==> config.mk <==
export PLATFORM = sky130hd
export DESIGN_NAME = stream_mux_arb_flat
export DESIGN_NICKNAME = d
export VERILOG_FILES = /design/src/rtl/stream_mux_arb_pkg.sv /design/src/rtl/stream_mux_arb_if.sv /design/src/rtl/stream_mux_arb_rr_arbiter.sv /design/src/rtl/stream_mux_arb.sv /design/src/flat_wrapper.sv
export SDC_FILE = /design/constraint.sdc
export NUM_CORES = 1
export LEC_CHECK = 0
export BUFFER_PORTS_ARGS = -buffer_cell sky130_fd_sc_hd__buf_2
export CAP_MARGIN = 10
export CORE_ASPECT_RATIO = 1.25
export CORE_MARGIN = 5
export CORE_UTILIZATION = 40
export DETAILED_ROUTE_END_ITERATION = 8
export GPL_TIMING_DRIVEN = 0
export PLACE_DENSITY = 0.79
export SYNTH_ARGS = -nofsm -noshare
export SYNTH_HDL_FRONTEND = slang
export SYNTH_SLANG_ARGS = --single-unit
==> constraint.sdc <==
create_clock -name clk -period 3.8 [get_ports clk]
set_clock_uncertainty 0.05 [all_clocks]
set_input_delay 1.14 -clock clk [delete_from_list [all_inputs] [get_ports clk]]
set_output_delay 1.14 -clock clk [all_outputs]
set_load 0.01 [all_outputs]
==> src/rtl/stream_mux_arb_pkg.sv <==
// ----------------------------------------------------------------------------
// mux_pkg
//   Shared types and helpers for the stream_mux_arb slice.
//   - mux_mode_e : how the output channel is chosen
//                  (external select, fixed priority, round-robin)
//   - clog2_min1 : index width for a channel count, never less than 1 bit
// ----------------------------------------------------------------------------
package mux_pkg;

    typedef enum logic [1:0] {
        MUX_SEL,
        MUX_PRIO,
        MUX_RR
    } mux_mode_e;

    // A single channel still needs a 1-bit index so that sel/out_ch exist.
    function automatic int clog2_min1(input int n);
        return (n > 1) ? $clog2(n) : 1;
    endfunction

endpackage : mux_pkg

==> src/rtl/stream_mux_arb_if.sv <==
// ----------------------------------------------------------------------------
// stream_mux_arb_if
//   Bundle of the N:1 stream selector's producer and consumer handshakes.
//   Ports (all logic):
//     sel       CH_W          channel select (external-select mode only)
//     in_valid  N_CH          per-channel request
//     in_data   N_CH*DAT_W    packed, channel i at [i*DAT_WIDTH +: DAT_WIDTH]
//     in_ready  N_CH          per-channel accept, one-hot or zero
//     out_valid 1             output register holds a word
//     out_data  DAT_WIDTH     registered selected data
//     out_ch    CH_W          channel index of out_data
//     out_ready 1             downstream accept
//   Modports:
//     master : the environment (producers + consumer) driving the selector
//     slave  : the selector itself
// ----------------------------------------------------------------------------
interface stream_mux_arb_if
    import mux_pkg::*;
#(
    parameter int DAT_WIDTH = 32,
    parameter int N_CH      = 4
);
    localparam int CH_W = clog2_min1(N_CH);

    logic [CH_W-1:0]           sel;
    logic [N_CH-1:0]           in_valid;
    logic [N_CH*DAT_WIDTH-1:0] in_data;
    logic [N_CH-1:0]           in_ready;
    logic                      out_valid;
    logic [DAT_WIDTH-1:0]      out_data;
    logic [CH_W-1:0]           out_ch;
    logic                      out_ready;

    modport master (
        output sel, in_valid, in_data, out_ready,
        input  in_ready, out_valid, out_data, out_ch
    );

    modport slave (
        input  sel, in_valid, in_data, out_ready,
        output in_ready, out_valid, out_data, out_ch
    );

endinterface : stream_mux_arb_if

==> src/rtl/stream_mux_arb_rr_arbiter.sv <==
// ----------------------------------------------------------------------------
// rr_arbiter
//   Combinational rotating-priority arbiter. Scans req starting at ptr,
//   wrapping modulo N_CH, and grants the first asserted request.
//   With ptr tied to zero it degenerates to fixed priority (ch0 highest).
//   Ports:
//     req    in   N_CH   request vector
//     ptr    in   CH_W   first index to consider (must be < N_CH)
//     grant  out  N_CH   one-hot grant, zero when no request
//     idx    out  CH_W   binary index of the granted channel (0 if none)
// ----------------------------------------------------------------------------
module rr_arbiter
    import mux_pkg::*;
#(
    parameter int N_CH = 4,
    localparam int CH_W = clog2_min1(N_CH)
) (
    input  logic [N_CH-1:0] req,
    input  logic [CH_W-1:0] ptr,
    output logic [N_CH-1:0] grant,
    output logic [CH_W-1:0] idx
);

    logic [CH_W:0]   cand_wide;
    logic [CH_W-1:0] cand;
    logic            found;

    always_comb begin
        grant     = '0;
        idx       = '0;
        found     = 1'b0;
        cand_wide = '0;
        cand      = '0;
        for (int i = 0; i < N_CH; i++) begin
            // ptr + i folded back into [0, N_CH): one extra bit avoids overflow.
            cand_wide = {1'b0, ptr} + (CH_W+1)'(i);
            if (cand_wide >= (CH_W+1)'(N_CH)) begin
                cand_wide = cand_wide - (CH_W+1)'(N_CH);
            end
            cand = cand_wide[CH_W-1:0];
            if (!found && req[cand]) begin
                found       = 1'b1;
                grant[cand] = 1'b1;
                idx         = cand;
            end
        end
    end

endmodule : rr_arbiter

==> src/rtl/stream_mux_arb.sv <==
// ----------------------------------------------------------------------------
// stream_mux_arb
//   N:1 stream selector with per-channel valid/ready and one registered
//   output stage. The winning channel comes from an external select, a fixed
//   priority or a round-robin pointer, depending on MODE. One word per cycle
//   is sustained while out_ready is high; the output word is held under
//   back-pressure.
//   Ports:
//     clk    in   1      rising-edge clock
//     rst_n  in   1      asynchronous active-low reset
//     bus    slave modport of stream_mux_arb_if
//            (sel, in_valid, in_data, in_ready,
//             out_valid, out_data, out_ch, out_ready)
// ----------------------------------------------------------------------------
module stream_mux_arb
    import mux_pkg::*;
#(
    parameter int        DAT_WIDTH = 32,
    parameter int        N_CH      = 4,
    parameter mux_mode_e MODE      = MUX_RR,
    localparam int       CH_W      = clog2_min1(N_CH)
) (
    input logic              clk,
    input logic              rst_n,
    stream_mux_arb_if.slave  bus
);

    if (N_CH < 1) begin : g_bad_nch
        $error("stream_mux_arb: N_CH must be at least 1");
    end
    if (MODE != MUX_SEL && MODE != MUX_PRIO && MODE != MUX_RR) begin : g_bad_mode
        $error("stream_mux_arb: MODE is not a mux_mode_e value");
    end

    logic [N_CH-1:0]      arb_grant;
    logic [CH_W-1:0]      arb_idx;
    logic [CH_W-1:0]      arb_ptr;
    logic [CH_W-1:0]      rr_ptr;

    logic [N_CH-1:0]      grant;
    logic [CH_W-1:0]      gidx;
    logic                 load_en;
    logic [DAT_WIDTH-1:0] sel_data;

    logic                 vld_p1;
    logic [DAT_WIDTH-1:0] data_p1;
    logic [CH_W-1:0]      ch_p1;

    // Fixed priority is the rotating arbiter with the pointer pinned at 0.
    assign arb_ptr = (MODE == MUX_RR) ? rr_ptr : '0;

    rr_arbiter #(
        .N_CH (N_CH)
    ) u_arb (
        .req   (bus.in_valid),
        .ptr   (arb_ptr),
        .grant (arb_grant),
        .idx   (arb_idx)
    );

    // ---- stage p0: grant and data select (combinational) ----
    // Grant never looks at out_ready; back-pressure is applied only through
    // load_en on in_ready and on the register enable.
    always_comb begin
        grant = '0;
        gidx  = '0;
        if (MODE == MUX_SEL) begin
            // Out-of-range select grants nothing and so accepts nothing.
            if (int'(bus.sel) < N_CH) begin
                grant[bus.sel] = bus.in_valid[bus.sel];
                gidx           = bus.sel;
            end
        end else begin
            grant = arb_grant;
            gidx  = arb_idx;
        end
    end

    // AND-OR over the one-hot grant keeps the data path free of priority logic.
    always_comb begin
        sel_data = '0;
        for (int i = 0; i < N_CH; i++) begin
            sel_data = sel_data
                     | (bus.in_data[i*DAT_WIDTH +: DAT_WIDTH] & {DAT_WIDTH{grant[i]}});
        end
    end

    // The register can take a word when it is empty or being drained now.
    assign load_en = !vld_p1 || bus.out_ready;

    // rst_n gates in_ready so nothing is acknowledged while reset is held.
    assign bus.in_ready = grant & {N_CH{load_en & rst_n}};

    // ---- stage p1: output register ----
    always_ff @(posedge clk or negedge rst_n) begin
        if (!rst_n) begin
            vld_p1  <= 1'b0;
            data_p1 <= '0;
            ch_p1   <= '0;
        end else if (load_en) begin
            if (|grant) begin
                vld_p1  <= 1'b1;
                data_p1 <= sel_data;
                ch_p1   <= gidx;
            end else begin
                vld_p1  <= 1'b0;
            end
        end
    end

    // Round-robin pointer advances only on an actual transfer, to the
    // channel after the winner.
    always_ff @(posedge clk or negedge rst_n) begin
        if (!rst_n) begin
            rr_ptr <= '0;
        end else if (MODE == MUX_RR && load_en && (|grant)) begin
            rr_ptr <= (int'(gidx) == N_CH - 1) ? '0 : gidx + 1'b1;
        end
    end

    assign bus.out_valid = vld_p1;
    assign bus.out_data  = data_p1;
    assign bus.out_ch    = ch_p1;

endmodule : stream_mux_arb

==> src/flat_wrapper.sv <==
// flat-port wrapper written by rule: the top's interface ports become plain ports
module stream_mux_arb_flat import mux_pkg::*;
#(
    parameter int        DAT_WIDTH = 32,
    parameter int        N_CH      = 4,
    parameter mux_mode_e MODE      = MUX_RR,
    localparam int       CH_W      = clog2_min1(N_CH)
)
  (clk, rst_n, bus_sel, bus_in_valid, bus_in_data, bus_out_ready, bus_in_ready, bus_out_valid, bus_out_data, bus_out_ch);
  stream_mux_arb_if #(.DAT_WIDTH(DAT_WIDTH), .N_CH(N_CH)) bus_i ();
  input logic clk;
  input logic rst_n;
  input wire logic [$bits(bus_i.sel)-1:0] bus_sel;
  input wire logic [$bits(bus_i.in_valid)-1:0] bus_in_valid;
  input wire logic [$bits(bus_i.in_data)-1:0] bus_in_data;
  input wire logic [$bits(bus_i.out_ready)-1:0] bus_out_ready;
  output wire logic [$bits(bus_i.in_ready)-1:0] bus_in_ready;
  output wire logic [$bits(bus_i.out_valid)-1:0] bus_out_valid;
  output wire logic [$bits(bus_i.out_data)-1:0] bus_out_data;
  output wire logic [$bits(bus_i.out_ch)-1:0] bus_out_ch;
  assign bus_i.sel = bus_sel;
  assign bus_i.in_valid = bus_in_valid;
  assign bus_i.in_data = bus_in_data;
  assign bus_i.out_ready = bus_out_ready;
  assign bus_in_ready = bus_i.in_ready;
  assign bus_out_valid = bus_i.out_valid;
  assign bus_out_data = bus_i.out_data;
  assign bus_out_ch = bus_i.out_ch;
  stream_mux_arb #(.DAT_WIDTH(DAT_WIDTH), .N_CH(N_CH), .MODE(MODE)) u_core (.clk(clk), .rst_n(rst_n), .bus(bus_i));
endmodule
# Word level (Yosys, flattened, before mapping)
# Cells that the tools add are included.
# op_classes
n_lt_le_gt_ge	12
n_reduce_logical	15
n_addsub	8
n_bitwise	12
muxes	33
eq_ne	1
# op_table
op	count
bitwise AND 32 bit	4
OR 32 bit	3
2-to-1 mux 2 bit	9
2-to-1 mux 4 bit	4
less-than comparator 2 x 3 -> 1 bit (second input constant)	4
2-to-1 mux 1 bit	12
OR 4 bit	3
>= comparator 3 bit (second input constant)	3
binary-select mux 1 bit (select 2 bit)	4
demux 1 bit (select 2 bit)	4
>= comparator 2 x 1 -> 1 bit (second input constant)	4
logical AND 1 bit	8
subtractor 2 x 1 -> 2 bit (second input constant)	4
adder 2 x 2 -> 3 bit (second input constant)	2
bitwise AND 4 bit	1
zero test 1 bit	4
OR reduction 4 bit	1
adder 2 x 1 -> 3 bit (second input constant)	1
>= comparator 2 x 3 -> 1 bit (second input constant)	1
adder 2 x 1 -> 2 bit (second input constant)	1
equality test 2 x 1 -> 1 bit (second input constant)	1
AND reduction 2 bit	1
bitwise AND 1 bit	1
logical OR 1 bit	1
# totals
regBits	37
output_inout_bits	39
input_bits	137
word_cells	85

# Logic depth before layout (Yosys ltp)
# Gate-level depths: netlist of the first run.
# depth
ltp_word	18
mapped_depth	13

# By module
# From an unflattened synthesis of the first run, not the netlist that was laid out.
# hier_totals
hier_cells	264
area_unflattened_um2	2728.9
# by_module_without_submodules
module	cells_per_inst	area_each_um2	seq_area_each_um2	instances
stream_mux_arb	199	2239.6	925.9	1
rr_arbiter	65	489.2	0.0	1

# Worst setup path before layout of the first run
# OpenSTA, ideal clock, no wires.
# synth_path
path_kind	in2out
from	in bus_in_valid[3]
to	out bus_in_ready[2]
slack_ns	-0.251
arrival_ns	2.861
path_buffers	3
required_ns	2.610
cell_stages	7
cell_sequence	buf_2 > mux4_2 > clkbuf_8 > nor3b_2 > nand2_1 > clkbuf_1 > a31oi_1
# synth_between
elab_chain_cells	13
# synth_rtl
element	line	source
start: declaration	flat_wrapper.sv:14	input wire logic [$bits(bus_i.in_valid)-1:0] bus_in_valid;
binary-select mux 1 bit (select 2 bit)	stream_mux_arb_rr_arbiter.sv:41	if (!found && req[cand]) begin
2-to-1 mux 1 bit (implied by the code)	stream_mux_arb_rr_arbiter.sv:41	
2-to-1 mux 1 bit	stream_mux_arb_rr_arbiter.sv:41	
zero test 1 bit	stream_mux_arb_rr_arbiter.sv:41	
logical AND 1 bit	stream_mux_arb_rr_arbiter.sv:41	
2-to-1 mux 1 bit	stream_mux_arb_rr_arbiter.sv:41	
zero test 1 bit	stream_mux_arb_rr_arbiter.sv:41	
logical AND 1 bit	stream_mux_arb_rr_arbiter.sv:41	
2-to-1 mux 1 bit	stream_mux_arb_rr_arbiter.sv:41	
zero test 1 bit	stream_mux_arb_rr_arbiter.sv:41	
logical AND 1 bit	stream_mux_arb_rr_arbiter.sv:41	
2-to-1 mux 4 bit (*)	stream_mux_arb_rr_arbiter.sv:41	
bitwise AND 4 bit (*)	stream_mux_arb.sv:92	assign bus.in_ready = grant & {N_CH{load_en & rst_n}};
end: declaration	flat_wrapper.sv:17	output wire logic [$bits(bus_i.in_ready)-1:0] bus_in_ready;
# Mark *: on every way between the ends. The rest lies on a longest branch, timed or not. The select of a mux whose other input is x is not followed.

# Worst setup path after layout of the first run
# layout_path
from	in bus_in_valid[0]
to	out bus_in_ready[1]
# The elaborated chain is that of the path after synthesis.

==> results of run 1 <==
-- state kept, by name, indices dropped and copies added (netlist names), named ones only --
signal,cells
u_core.bus.out_ch,2
u_core.bus.out_valid,1
u_core.arb_ptr,1
u_core.bus.out_data,32
-- power by group through the flow --
stage / logic (mW) / clock network, mW / registers, mW
floorplan: 2.13 / 0 / 0.811
global placement: 2.87 / 0 / 0.727
detailed placement: 2.96 / 0 / 0.730
CTS: 3.22 / 0.325 / 0.720
global route: 3.65 / 0.340 / 0.745
finish: 3.37 / 0.321 / 0.721
-- metal layers --
metal / GRT usage / wire [microns]
met5: 0 / 0
met4: 0.0841 / 255
met3: 0.0427 / 1030
met2: 0.416 / 6690
met1: 0.275 / 4990
-- synthesized netlist by cell type, types with 6 or more instances --
cell type  number
a2111oi_0      32
a31oi_1       100
buf_2           6
clkbuf_1       27
dfrtp_1        37
ha_1            6
inv_1         132
mux2i_1        36
nand2_1         8
-- worst min-delay path by stage --
stage	slack [ns]	startpoint	end	cells after the start
after detailed placement	0.45	u_core.bus.out_ch[0]	u_core.bus.out_ch[0]	1
after CTS	0.47	u_core.bus.out_ch[0]	u_core.bus.out_ch[0]	1
after global routing	0.49	u_core.bus.out_ch[0]	u_core.bus.out_ch[0]	1
after floorplan	0.50	u_core.bus.out_ch[1]	u_core.bus.out_ch[1]	2
final	0.47	u_core.bus.out_ch[0]	u_core.bus.out_ch[0]	1
after global placement	0.45	u_core.bus.out_ch[0]	u_core.bus.out_ch[0]	1
-- metrics by stage --
stage          utilization  power (mW)  TNS (ns)  hold WS [ns]  instance area, sq um
2_1_floorplan            -        2.94   -0.0545         0.497                  3620
3_3_place_gp         0.537        3.60     -1.66         0.446                  4620
3_5_place_dp         0.537        3.69     -1.86         0.449                  4620
4_1_cts              0.583        4.27    -0.404         0.469                  5020
5_1_grt              0.598        4.73    -0.352         0.489                  5150
6_report             0.598        4.41    -0.183         0.468                  5150
-- timing repair --
action                                  4_1_cts  5_1_grt
endpoints found under the setup margin        7        5
gates resized for setup                      32       10
pin swaps                                     9        8
setup buffers                                24       18
-- kinds of logic (layout without fill, tap and decap cells) --
kind of cell | after synthesis | count (layout) | synth area share
flip-flops | 37 | 37 | 0.266
XOR/XNOR | 1 | 1 | 0.00251
AO/OA/AOI/OAI | 152 | 152 | 0.318
buffers and inverters | 173 | 386 | 0.213
AND/OR/NAND/NOR | 28 | 28 | 0.0527
multiplexers | 40 | 40 | 0.127
adder cells (fa/ha/maj) | 6 | 6 | 0.0215
-- layout make-up --
| type | instances | area, sq um | share of cell area |
|---|---|---|---|
| repair buffers | 213 | 1230 | 0.238 |
| clock buffers | 7 | 96.3 | 0.0187 |
| inverters | 132 | 503 | 0.0977 |
| flip-flops and latches | 37 | 926 | 0.180 |
| clock inverters | 1 | 5.00 | 0.000972 |
| multi-input cells | 227 | 1970 | 0.383 |
| plain buffers | 33 | 267 | 0.0518 |
| well taps | 120 | 150 | 0.0292 |
-- worst max-delay path: cells and delay by family --
kind,cells,cell delay (ns)
buf+inv,4,0.57
compound gates,3,0.64
simple gates,1,0.37
==> impl_metrics.json, run 1 <==
{
  "synth_ff_type": "dfrtp_1",
  "cts_buffers": 5,
  "diodes": 0,
  "rsz0062_at_grt": "yes",
  "r2r_end": "u_core.bus.out_data[5]",
  "antenna_found_initial": 0,
  "yosys_warnings": 0,
  "slew_headroom": 0.588,
  "ys_seq_elements": 37,
  "placementRows": 38,
  "syn_nets": 580,
  "ir_worst_vdd_uv": 318,
  "worst_slew_pin_slew_ns": 0.603,
  "drive_above_1_share": 0.409,
  "clock_tree.root_cell": "clkbuf_8",
  "drc": 0,
  "status": "finished, violations left",
  "power.density_mw_per_mm2": 857,
  "grt_usage": 0.232,
  "violations": "negative setup slack",
  "die_area_sq_mm": 0.0107,
  "portBuffers": 171,
  "drt_iter0_drc": 253,
  "cp_cell_sequence": "buf_8 -> or3b_4 -> a2111oi_4 -> buf_6 -> buf_4 -> o21ai_1 -> a31oi_1 -> buf_2",
  "grt_start_max_net_pins": 39,
  "ys_seq_area_frac": 0.266,
  "core_sq_mm": 0.00861,
  "critPathLaunchType": "primary input",
  "gp_congestion": 0.838,
  "drt-total-wl_mm": 13.0,
  "maxCapViolCount": 0,
  "slowest_delay_ns": 0.37,
  "finalWorstSetupSlack_ns": -0.110,
  "p_int_mw": 2.39,
  "placed_cells": 728,
  "final_net_count": 792,
  "synth.area.top_cells": "dfrtp_1, a31oi_1, inv_1",
  "p_comb_frac": 0.764,
  "post-place-ws_ns": -0.566,
  "clock_path_buffers": 2,
  "avgSynthCellArea_sq_um": 7.98,
  "period_needed_ns": 3.91,
  "fin_cells": 770,
  "crit_fanout": 7,
  "p_switching_mw": 2.02,
  "cts_tree": "done",
  "dp.final_hpwl_mm": 8.97,
  "fp.dieH_microns": 114,
  "worstPathRequired_ns": 2.61,
  "wl_per_cell_microns": 16.8,
  "seqPwrFrac": 0.163,
  "clkTransAtPathRegs_ns": 0.07,
  "critical_path_arrival_ns": 2.72,
  "synth-edff-count": 0,
  "overflow": 0,
  "cpMaxStageDelayCell": "or3b_4",
  "startpoint": "bus_in_valid[0]",
  "area_growth_pct": 47.6,
  "htreeDepth": 2,
  "fmax_ghz": 0.256,
  "synth_top_area_cell": "dfrtp_1",
  "netlist_area_sq_mm": 0.00349,
  "crit_end": "bus_in_ready[1]",
  "period_share": 1.03,
  "swShare": 0.457,
  "hp-class": "flip-flop to flip-flop",
  "via_per_inst": 5.45,
  "firstDrtPassIters": 5,
  "grt_pass1_vias": 4141,
  "drv_slew": 0,
  "p_leak_nw": 2.84,
  "num-fill-cells": 808,
  "hold_buffers": 0,
  "timing.reg2reg.setup_slack_ns": 0.23,
  "synthArstFlopShare": 1.00,
  "ant_nets": 0,
  "synth_cell_types": 46,
  "layout_common_cells": "buf_2, inv_1, a31oi_1",
  "vias": 4193,
  "power_frac_clock": 0.073,
  "synth_top_area_frac": 0.266,
  "start_util": 0.405,
  "cts.sinks": 37,
  "grt_pass1_wl_mm": 20.0,
  "r2r_cells": 13,
  "die_w_microns": 93.5,
  "finalSetupViolations": 3,
  "final_common_cell": "buf_2",
  "synth_cells": 437,
  "ios": 176,
  "clk_latency_ns": 0.29,
  "path_class": "primary input to primary output",
  "finalHoldViolCount": 0,
  "endpoint_kind": "primary output"
}
(Power assumes the default switching activity.)
==> run 2: changes to the inputs <==
--- a/config.mk
+++ b/config.mk
@@ -13,6 +13,7 @@
 export DETAILED_ROUTE_END_ITERATION = 8
 export GPL_TIMING_DRIVEN = 0
 export PLACE_DENSITY = 0.79
+export SETUP_SLACK_MARGIN = 0.5
 export SYNTH_ARGS = -nofsm -noshare
 export SYNTH_HDL_FRONTEND = slang
 export SYNTH_SLANG_ARGS = --single-unit
==> run 2 against run 1 <==
Compared with the run above:
- the flow still finishes with violations (negative setup slack)
- sequential power grew 1%
- final cell count shrank 0.26%
- register-to-register slack gained 0.25 ns
- sequential share of layout area shrank 0.64 points
- clock power grew 17%
- routed wire length is essentially flat
- fmax shrank 2.3%
- critical path type unchanged
- critical endpoint is now bus_in_ready[3]
==> impl_metrics.json, run 2 (synthesis results as in run 1) <==
{
  "status": "finished, violations left",
  "violations": "negative setup slack",
  "ir_worst_vdd_uv": 347,
  "clock_path_buffers": 2,
  "final_util": 0.620,
  "gp_congestion": 0.851,
  "die_area_sq_mm": 0.0107,
  "endpoint_kind": "primary output",
  "layout_common_cells": "buf_2, inv_1, a31oi_1",
  "crit_fanout": 4,
  "antenna_found_initial": 0,
  "drt-total-wl_mm": 13.0,
  "start_util": 0.405,
  "rsz0062_at_grt": "yes",
  "drt_iter0_drc": 300,
  "cpMaxStageDelayCell": "mux4_2",
  "finalSetupTns_ns": -0.736,
  "p_leak_nw": 2.93,
  "fp.dieH_microns": 114,
  "slew_headroom": 0.643,
  "drc": 0,
  "overflow": 0,
  "period_share": 1.05,
  "hold_path_end": "u_core.bus.out_ch[0]",
  "clk_latency_ns": 0.30,
  "timing.reg2reg.setup_slack_ns": 0.48,
  "grt_pass1_wl_mm": 20.3,
  "largest_reg_flops": 32,
  "grt_usage": 0.233,
  "r2r_end": "u_core.bus.out_data[4]",
  "grt_start_max_net_pins": 39,
  "period_needed_ns": 4.00,
  "maxCapViolCount": 0,
  "hold_depth": 1,
  "ant_nets": 0,
  "finalSetupViolations": 4,
  "dp.final_hpwl_mm": 8.96,
  "fmax_ghz": 0.250,
  "clkTransAtPathRegs_ns": 0.08,
  "finalHoldViolCount": 0,
  "die_w_microns": 93.5,
  "critPathLaunchType": "primary input",
  "area_growth_pct": 53.1,
  "worstPathRequired_ns": 2.61,
  "cts.sinks": 37,
  "grt_pass1_vias": 4199,
  "min-delay-start": "u_core.bus.out_ch[0]",
  "firstDrtPassIters": 5,
  "final_net_count": 790,
  "vias": 4179,
  "final_common_cell": "buf_2",
  "r2r-start": "u_core.arb_ptr[1]",
  "cts_tree": "done",
  "slowest_delay_ns": 0.48,
  "core_sq_mm": 0.00861,
  "cts_buffers": 5,
  "fin_hold_ws_ns": 0.467,
  "wl_per_cell_microns": 16.9,
  "path_class": "primary input to primary output",
  "ios": 176,
  "drv_slew": 0,
  "hp-class": "flip-flop to flip-flop",
  "place_area_sq_mm": 0.00463,
  "critical_path_arrival_ns": 2.81,
  "placed_cells": 728,
  "htreeDepth": 2,
  "placementRows": 38,
  "clock_tree.root_cell": "clkbuf_8",
  "r2r_cells": 13,
  "power.density_mw_per_mm2": 869,
  "fin_cells": 768,
  "diodes": 0,
  "drive_above_1_share": 0.424,
  "hold_buffers": 0,
  "fin_area_sq_mm": 0.00534,
  "portBuffers": 171,
  "cp_cell_sequence": "buf_12 -> mux4_2 -> clkbuf_16 -> nor3b_4 -> buf_6 -> nand2_8 -> clkbuf_16 -> a31oi_4 -> buf_6",
  "worst_slew_pin_slew_ns": 0.535,
  "finalWorstSetupSlack_ns": -0.202,
  "via_per_inst": 5.44
}
-- run 2: worst max-delay path: cells and delay by family --
family / cells / cell delay [ns]
AND/OR/NAND/NOR: 2 / 0.32
multiplexers: 1 / 0.48
buffers and inverters: 5 / 0.72
AO/OA/AOI/OAI: 1 / 0.16
-- run 2: metal layers --
layer,share of wire,GRT usage,vias up
li1,-,-,1974
met1,0.39,0.290,1960
met2,0.51,0.406,218
met3,0.077,0.0355,27
met4,0.025,0.0860,0
met5,0,0,-
-- run 2: per-stage QoR --
step	power [mW]	worst slack, ns
2_1_floorplan	2.95	-0.0540
3_3_place_gp	3.60	-0.509
3_5_place_dp	3.71	-0.555
4_1_cts	4.44	-0.197
5_1_grt	4.97	-0.301
6_report	4.64	-0.202
-- run 2: report_power, final --
group | total (mW) | switching [mW] | internal [mW]
logic | 3.53 | 1.81 | 1.73
registers | 0.730 | 0.111 | 0.619
clock network | 0.374 | 0.160 | 0.214
total | 4.64 | 2.08 | 2.56
-- run 2: how the worst max path moves through the flow --
stage                           end             from  slack [ns]
finish              bus_in_ready[3]  bus_in_valid[3]       -0.20
CTS                 bus_in_ready[3]  bus_in_valid[3]       -0.20
global placement    bus_in_ready[2]  bus_in_valid[1]       -0.51
detailed placement  bus_in_ready[2]  bus_in_valid[1]       -0.56
floorplan           bus_in_ready[2]  bus_in_valid[3]       -0.05
global route        bus_in_ready[3]  bus_in_valid[3]       -0.30
-- run 2: cell type report --
type | instances | area, sq um
flip-flops and latches | 37 | 926
clock buffers | 7 | 86.3
clock inverters | 1 | 30.0
fillers | 746 | 3270
multi-input cells | 227 | 2030
inverters | 132 | 499
well taps | 120 | 150
plain buffers | 41 | 438
repair buffers | 203 | 1180
-- run 2: what timing repair did --
action                     4_1_cts  5_1_grt
buffers inserted                27        5
gates cloned                     0        0
resized for setup               53       37
setup endpoints to repair       41       40
pin swaps                        9        6
